<file path="config.mk">
export PLATFORM = sky130hd
export DESIGN_NAME = ps2_kbd_tx
export DESIGN_NICKNAME = d
export VERILOG_FILES = /design/src/rtl/ps2_kbd_tx.sv
export SDC_FILE = /design/constraint.sdc
export NUM_CORES = 1
export LEC_CHECK = 0
export BUFFER_PORTS_ARGS = -buffer_cell sky130_fd_sc_hd__buf_2
export CAP_MARGIN = 20
export CORE_MARGIN = 4
export CORE_UTILIZATION = 36
export DETAILED_ROUTE_END_ITERATION = 8
export PLACE_DENSITY = 0.52
export SYNTH_ARGS = -nofsm -noshare
export SYNTH_HDL_FRONTEND = slang
export SYNTH_SLANG_ARGS = --single-unit
</file>
<file path="constraint.sdc">
create_clock -name clk -period 3.6 [get_ports clk]
set_input_delay 0.9 -clock clk [delete_from_list [all_inputs] [get_ports clk]]
set_output_delay 0.9 -clock clk [all_outputs]
set_load 0.03 [all_outputs]
</file>
<file path="src/rtl/ps2_kbd_tx.sv">
// PS/2 keyboard (device-side) transmitter.
// Bytes are queued in a small FIFO and sent as 11-bit frames:
// start(0), 8 data bits LSB first, odd parity, stop(1).
// The host may inhibit at any time; an aborted frame is resent from a hold
// register before any further queued byte.
module ps2_kbd_tx #(
  parameter int CLK_DIV    = 8,   // clk cycles per ps2_clk half-period
  parameter int FIFO_DEPTH = 8,   // power of two
  parameter int GAP_CYCLES = 16   // idle cycles after every frame
) (
  input  logic       clk,
  input  logic       rstn,
  input  logic       wr_en,
  input  logic [7:0] wr_data,
  input  logic       host_inhibit,
  output logic       full,
  output logic       busy,
  output logic       overflow,
  output logic       ps2_clk,
  output logic       ps2_dat
);

  localparam int AW   = (FIFO_DEPTH > 1) ? $clog2(FIFO_DEPTH) : 1;
  localparam int DMAX = (CLK_DIV > GAP_CYCLES) ? CLK_DIV : GAP_CYCLES;
  localparam int DW   = (DMAX > 1) ? $clog2(DMAX) : 1;

  localparam logic [DW-1:0] DIV_LAST = DW'(CLK_DIV - 1);
  localparam logic [DW-1:0] GAP_LAST = DW'(GAP_CYCLES - 1);
  localparam logic [AW:0]   CNT_FULL = (AW+1)'(FIFO_DEPTH);

  typedef enum logic [2:0] {
    IDLE    = 3'd0,
    BIT_HI  = 3'd1,
    BIT_LO  = 3'd2,
    GAP     = 3'd3,
    INHIBIT = 3'd4
  } state_t;

  // ---------------------------------------------------------------------
  // Byte FIFO
  // ---------------------------------------------------------------------
  logic [7:0]    mem_q [FIFO_DEPTH];
  logic [AW-1:0] wptr_q, rptr_q;
  logic [AW:0]   cnt_q, cnt_d;
  logic          overflow_q;
  logic          push, pop, empty;
  logic [7:0]    head;

  assign empty = (cnt_q == '0);
  assign full  = (cnt_q == CNT_FULL);
  // full blocks the write even when the FSM pops in the same cycle
  assign push  = wr_en & ~full;
  assign head  = mem_q[rptr_q];

  // next occupancy: simultaneous push and pop leave the count unchanged
  always_comb begin
    cnt_d = cnt_q;
    case ({push, pop})
      2'b10:   cnt_d = cnt_q + 1'b1;
      2'b01:   cnt_d = cnt_q - 1'b1;
      default: cnt_d = cnt_q;
    endcase
  end

  // storage array; contents are don't-care while the slot is empty
  always_ff @(posedge clk) begin
    if (push) mem_q[wptr_q] <= wr_data;
  end

  // pointers wrap naturally because the depth is a power of two
  always_ff @(posedge clk or negedge rstn) begin
    if (!rstn) begin
      wptr_q <= '0;
      rptr_q <= '0;
      cnt_q  <= '0;
    end else begin
      if (push) wptr_q <= wptr_q + 1'b1;
      if (pop)  rptr_q <= rptr_q + 1'b1;
      cnt_q <= cnt_d;
    end
  end

  // sticky overflow flag, only reset clears it
  always_ff @(posedge clk or negedge rstn) begin
    if (!rstn)              overflow_q <= 1'b0;
    else if (wr_en && full) overflow_q <= 1'b1;
  end

  assign overflow = overflow_q;

  // ---------------------------------------------------------------------
  // Frame sequencer
  // ---------------------------------------------------------------------
  state_t        state_q;
  logic [DW-1:0] div_q;
  logic [3:0]    bit_q;
  logic [10:0]   shift_q;
  logic [7:0]    hold_q;
  logic          resend_q;
  logic          clk_q, dat_q;

  logic          can_start, start, abort, div_last, gap_done;
  logic [7:0]    next_byte;
  logic [10:0]   frame_d;

  assign div_last  = (div_q == DIV_LAST);
  assign gap_done  = (div_q == GAP_LAST);
  // a pending resend takes priority over the FIFO head
  assign can_start = (~empty | resend_q) & ~host_inhibit;
  // leaving GAP straight into the next frame keeps the idle spacing at
  // exactly GAP_CYCLES between back-to-back frames
  assign start     = can_start &
                     ((state_q == IDLE) || ((state_q == GAP) && gap_done));
  assign pop       = start & ~resend_q;
  assign next_byte = resend_q ? hold_q : head;
  assign frame_d   = {1'b1, ~^next_byte, next_byte, 1'b0};
  // once the stop bit is on the wire the frame counts as delivered
  assign abort     = host_inhibit & (bit_q < 4'd10);

  // single-process FSM; line outputs are registered alongside the state
  always_ff @(posedge clk or negedge rstn) begin
    if (!rstn) begin
      state_q  <= IDLE;
      div_q    <= '0;
      bit_q    <= '0;
      shift_q  <= '0;
      hold_q   <= '0;
      resend_q <= 1'b0;
      clk_q    <= 1'b1;
      dat_q    <= 1'b1;
    end else if (start) begin
      state_q  <= BIT_HI;
      shift_q  <= frame_d;
      hold_q   <= next_byte;
      resend_q <= 1'b0;
      bit_q    <= '0;
      div_q    <= '0;
      clk_q    <= 1'b1;
      dat_q    <= frame_d[0];
    end else begin
      case (state_q)
        IDLE: begin
          clk_q <= 1'b1;
          dat_q <= 1'b1;
        end
        BIT_HI: begin
          if (abort) begin
            state_q  <= INHIBIT;
            resend_q <= 1'b1;
            div_q    <= '0;
            clk_q    <= 1'b1;
            dat_q    <= 1'b1;
          end else if (div_last) begin
            state_q <= BIT_LO;
            div_q   <= '0;
            clk_q   <= 1'b0;
          end else begin
            div_q <= div_q + 1'b1;
          end
        end
        BIT_LO: begin
          if (abort) begin
            state_q  <= INHIBIT;
            resend_q <= 1'b1;
            div_q    <= '0;
            clk_q    <= 1'b1;
            dat_q    <= 1'b1;
          end else if (div_last) begin
            div_q   <= '0;
            shift_q <= {1'b0, shift_q[10:1]};
            bit_q   <= bit_q + 1'b1;
            clk_q   <= 1'b1;
            if (bit_q == 4'd10) begin
              state_q <= GAP;
              dat_q   <= 1'b1;
            end else begin
              state_q <= BIT_HI;
              dat_q   <= shift_q[1];
            end
          end else begin
            div_q <= div_q + 1'b1;
          end
        end
        GAP: begin
          clk_q <= 1'b1;
          dat_q <= 1'b1;
          // an inhibit at the end of the gap just holds us here
          if (gap_done) begin
            if (!host_inhibit) state_q <= IDLE;
          end else begin
            div_q <= div_q + 1'b1;
          end
        end
        INHIBIT: begin
          clk_q <= 1'b1;
          dat_q <= 1'b1;
          if (!host_inhibit) begin
            state_q <= GAP;
            div_q   <= '0;
          end
        end
        default: begin
          state_q <= IDLE;
          clk_q   <= 1'b1;
          dat_q   <= 1'b1;
        end
      endcase
    end
  end

  assign busy    = (state_q != IDLE) | ~empty;
  assign ps2_clk = clk_q;
  assign ps2_dat = dat_q;

endmodule

</file>
==> metrics.yaml <==
run_status:
  status: "complete, no violations"
power_and_ir_drop:
  irDropWorstVdd_mv: 0.466
  p_per_area_nw_per_um2: 824
  switchingPower_w: 0.00157
  intPower_w: 0.00288
  swShare: 0.353
  pwr-share-seq: 0.405
  power.share.clock: 0.211
  p_leak_nw: 2.12
  pwr-share-comb: 0.384
clock_network:
  cts_setup_buffers: 0
  clk_pin_slew_ps: 70
  h-tree-depth: 3
  cts_resized: 0
  cts_tree: "built"
  clock_sinks: 107
  clk_latency_ps: 350
  numCtsBuffers: 9
  root_buffer: "clkbuf_16"
  clockBufferDepth: 2
  holdBufCountCts: 0
logic_synthesis:
  yosys_warnings: 0
  ys_seq_area_frac: 0.620
  yosys_most_used_dff: "edfxtp_1"
  synth-edff-count: 64
  postSynthNetCount: 380
  synth_top_area_frac: 0.397
  yosysTopAreaCell: "edfxtp_1"
  postSynthAreaPerCell_sq_um: 13.5
  synth_area_sq_um: 4840
  ys_types: 56
  synth_seq_cells: 107
  synthTopCellsByArea: "edfxtp_1, dfrtp_1, mux2_1"
  ys_async_sr_fraction: 0.402
  syn_inst: 360
place:
  place_ws_ps: 517
  port_buffers: 16
  place_congestion: 0.806
  dp_hpwl_mm: 6.14
finish:
  num_antenna_cells: 0
  syn_to_final_growth_pct: 11.4
  fin_util: 0.409
  final_cell_mix: "edfxtp_1, dfrtp_1, nor2_1, nand2_1, buf_2"
  multiInputGateArea_sq_um: 1730
  drive_above_1_share: 0.145
  fill_cells: 1213
  mostFrequentLayoutCell: "edfxtp_1"
  regArea_sq_um: 3000
  num-nets-final: 402
floorplan:
  ios: 17
  fp-row-count: 42
  initial_utilization: 0.367
  die_h_um: 124
  core-area_sq_um: 13200
  dieArea_sq_um: 15400
  fp.dieW_um: 124
timing:
  timing.final.crit_share: 0.818
  fin_ws_ps: 654
  tns_ps: 0
  maxSlewHeadroom: 0.458
  slew_violations: 0
  tightest_slew_ps: 811
  fmax_ghz: 0.339
  finalHoldViolations: 0
  fin_worst_skew_ps: 8.19
  period_needed_ps: 2950
  setup_violations: 0
  rsz0062_at_grt: "no"
critical_path:
  reg2reg_from: "div_q[0]"
  path_cells: "ha_1 > and4_1 > nand2_1 > a21oi_1 > nand2_1 > nor2_1 > ha_1 > xor2_1 > ha_1 > a21oi_1 > xor2_1 > nor2_1 > xor2_1"
  path_class: "reg -> reg"
  worst_ep_arrival_time_ps: 3180
  critPathLaunchType: "flop"
  cpPeakStageDelay_ps: 380
  endpoint_kind: "flop"
  crit_fanout: 6
  path_buf_inv: 0
  rr_endpoint: "cnt_q[2]"
  critPathRequiredTime_ps: 3840
  cp_slowest_cell: "a21oi_1"
  ff2ff_setup_slack_ps: 650
  reg2reg_depth: 13
  cp_top_family: "simple AND/OR/NAND/NOR gates"
grt:
  met3_usage: 0.0250
  grtUsageMet2: 0.197
  grt_pass1_wl_mm: 15.1
  grt_max_degree: 44
  grtUsageTotal: 0.130
  grt.busiest_layer: "met2"
  antenna_found_initial: 0
  grt_pass1_vias: 2873
  grt_remaining_overflow: 0
  gr-usage-met1: 0.182
routing:
  dr.pass1.iters: 4
  drt-initial-drc-count: 263
  finalWirelength_mm: 9.01
  drt-wirelength-per-cell_um: 16.0
  via_per_inst: 5.09
  drc_errors: 0
  ant_nets: 0
  dr_total_vias: 2868
hold_path:
  min_path_type: "in -> async"
job:
  maxCapViolCount: 0
-- power groups by stage --
stage                     sequential, W  combinational, W  clock (W)
after global routing            0.00184           0.00191    0.00101
after global placement          0.00181           0.00172          0
after floorplan                 0.00177           0.00143          0
after detailed placement        0.00182           0.00174          0
after CTS                       0.00180           0.00175   0.000966
final                           0.00180           0.00171   0.000940
-- layout make-up --
class                           count  share of cell area
Clock buffer                       10              0.0424
Inverter                            4             0.00278
Timing Repair Buffer               24              0.0283
Clock inverter                      6             0.00881
Tap cell                          176              0.0408
Multi-Input combinational cell    236               0.321
Sequential cell                   107               0.556
-- per-layer routing --
layer | routed length [um] | share of wire
met5 | 0 | 0
met4 | 167 | 0.019
met3 | 270 | 0.030
met2 | 4220 | 0.47
met1 | 4360 | 0.48
-- worst max-delay path by stage --
stage / start / to / slack (ps) / cells past startpoint
floorplan: cnt_q[1] / cnt_q[2] / 420 / 10
global placement: host_inhibit / cnt_q[2] / 640 / 11
detailed placement: host_inhibit / cnt_q[2] / 520 / 11
CTS: state_q[0] / cnt_q[2] / 630 / 12
global route: state_q[0] / cnt_q[2] / 330 / 12
finish: div_q[0] / cnt_q[2] / 650 / 13
-- through the flow --
stage	instance area (sq um)	power (W)	hold WS, ps	instances
6_report	5400	0.00445	356	563
5_1_grt	5400	0.00477	355	563
4_1_cts	5380	0.00452	463	562
3_5_place_dp	5100	0.00357	443	546
3_3_place_gp	5100	0.00354	433	546
2_1_floorplan	4840	0.00320	447	360
-- flip-flops by register name, summed over array words and instances (netlist names), 3 cells and up --
| signal | flops |
|---|---|
| mem_q | 64 |
| shift_q | 10 |
| hold_q | 8 |
| bit_q | 4 |
| cnt_q | 4 |
| div_q | 4 |
| rptr_q | 3 |
| state_q | 3 |
| wptr_q | 3 |
-- cell families (layout without fill, tap and decap cells) --
| family | after synthesis | count (layout) | synth area share |
|---|---|---|---|
| compound gates | 79 | 79 | 0.126 |
| xor+xnor | 17 | 17 | 0.0351 |
| fa+ha+maj | 8 | 8 | 0.0207 |
| buf+inv | 17 | 44 | 0.0227 |
| flops | 107 | 107 | 0.620 |
| mux | 35 | 35 | 0.0778 |
| simple gates | 97 | 97 | 0.0982 |
-- cells in the mapped netlist, drive strengths merged (2+ instances only) --
library cell / number
xor2: 9
nor3: 3
nand3: 2
nor2b: 7
clkbuf: 4
nor4b: 4
xnor2: 7
nor2: 33
a21o: 11
ha: 8
and3: 4
mux2: 21
and2: 2
a221o: 10
o21ai: 7
nand2b: 9
inv: 4
nand2: 26
o22ai: 11
a211oi: 4
or2: 2
buf: 9
o31ai: 6
dfrtp: 41
a2111oi: 4
dfstp: 2
a21oi: 13
mux2i: 14
edfxtp: 64
a22o: 6
No activity file was read; power rests on OpenSTA's default activity.
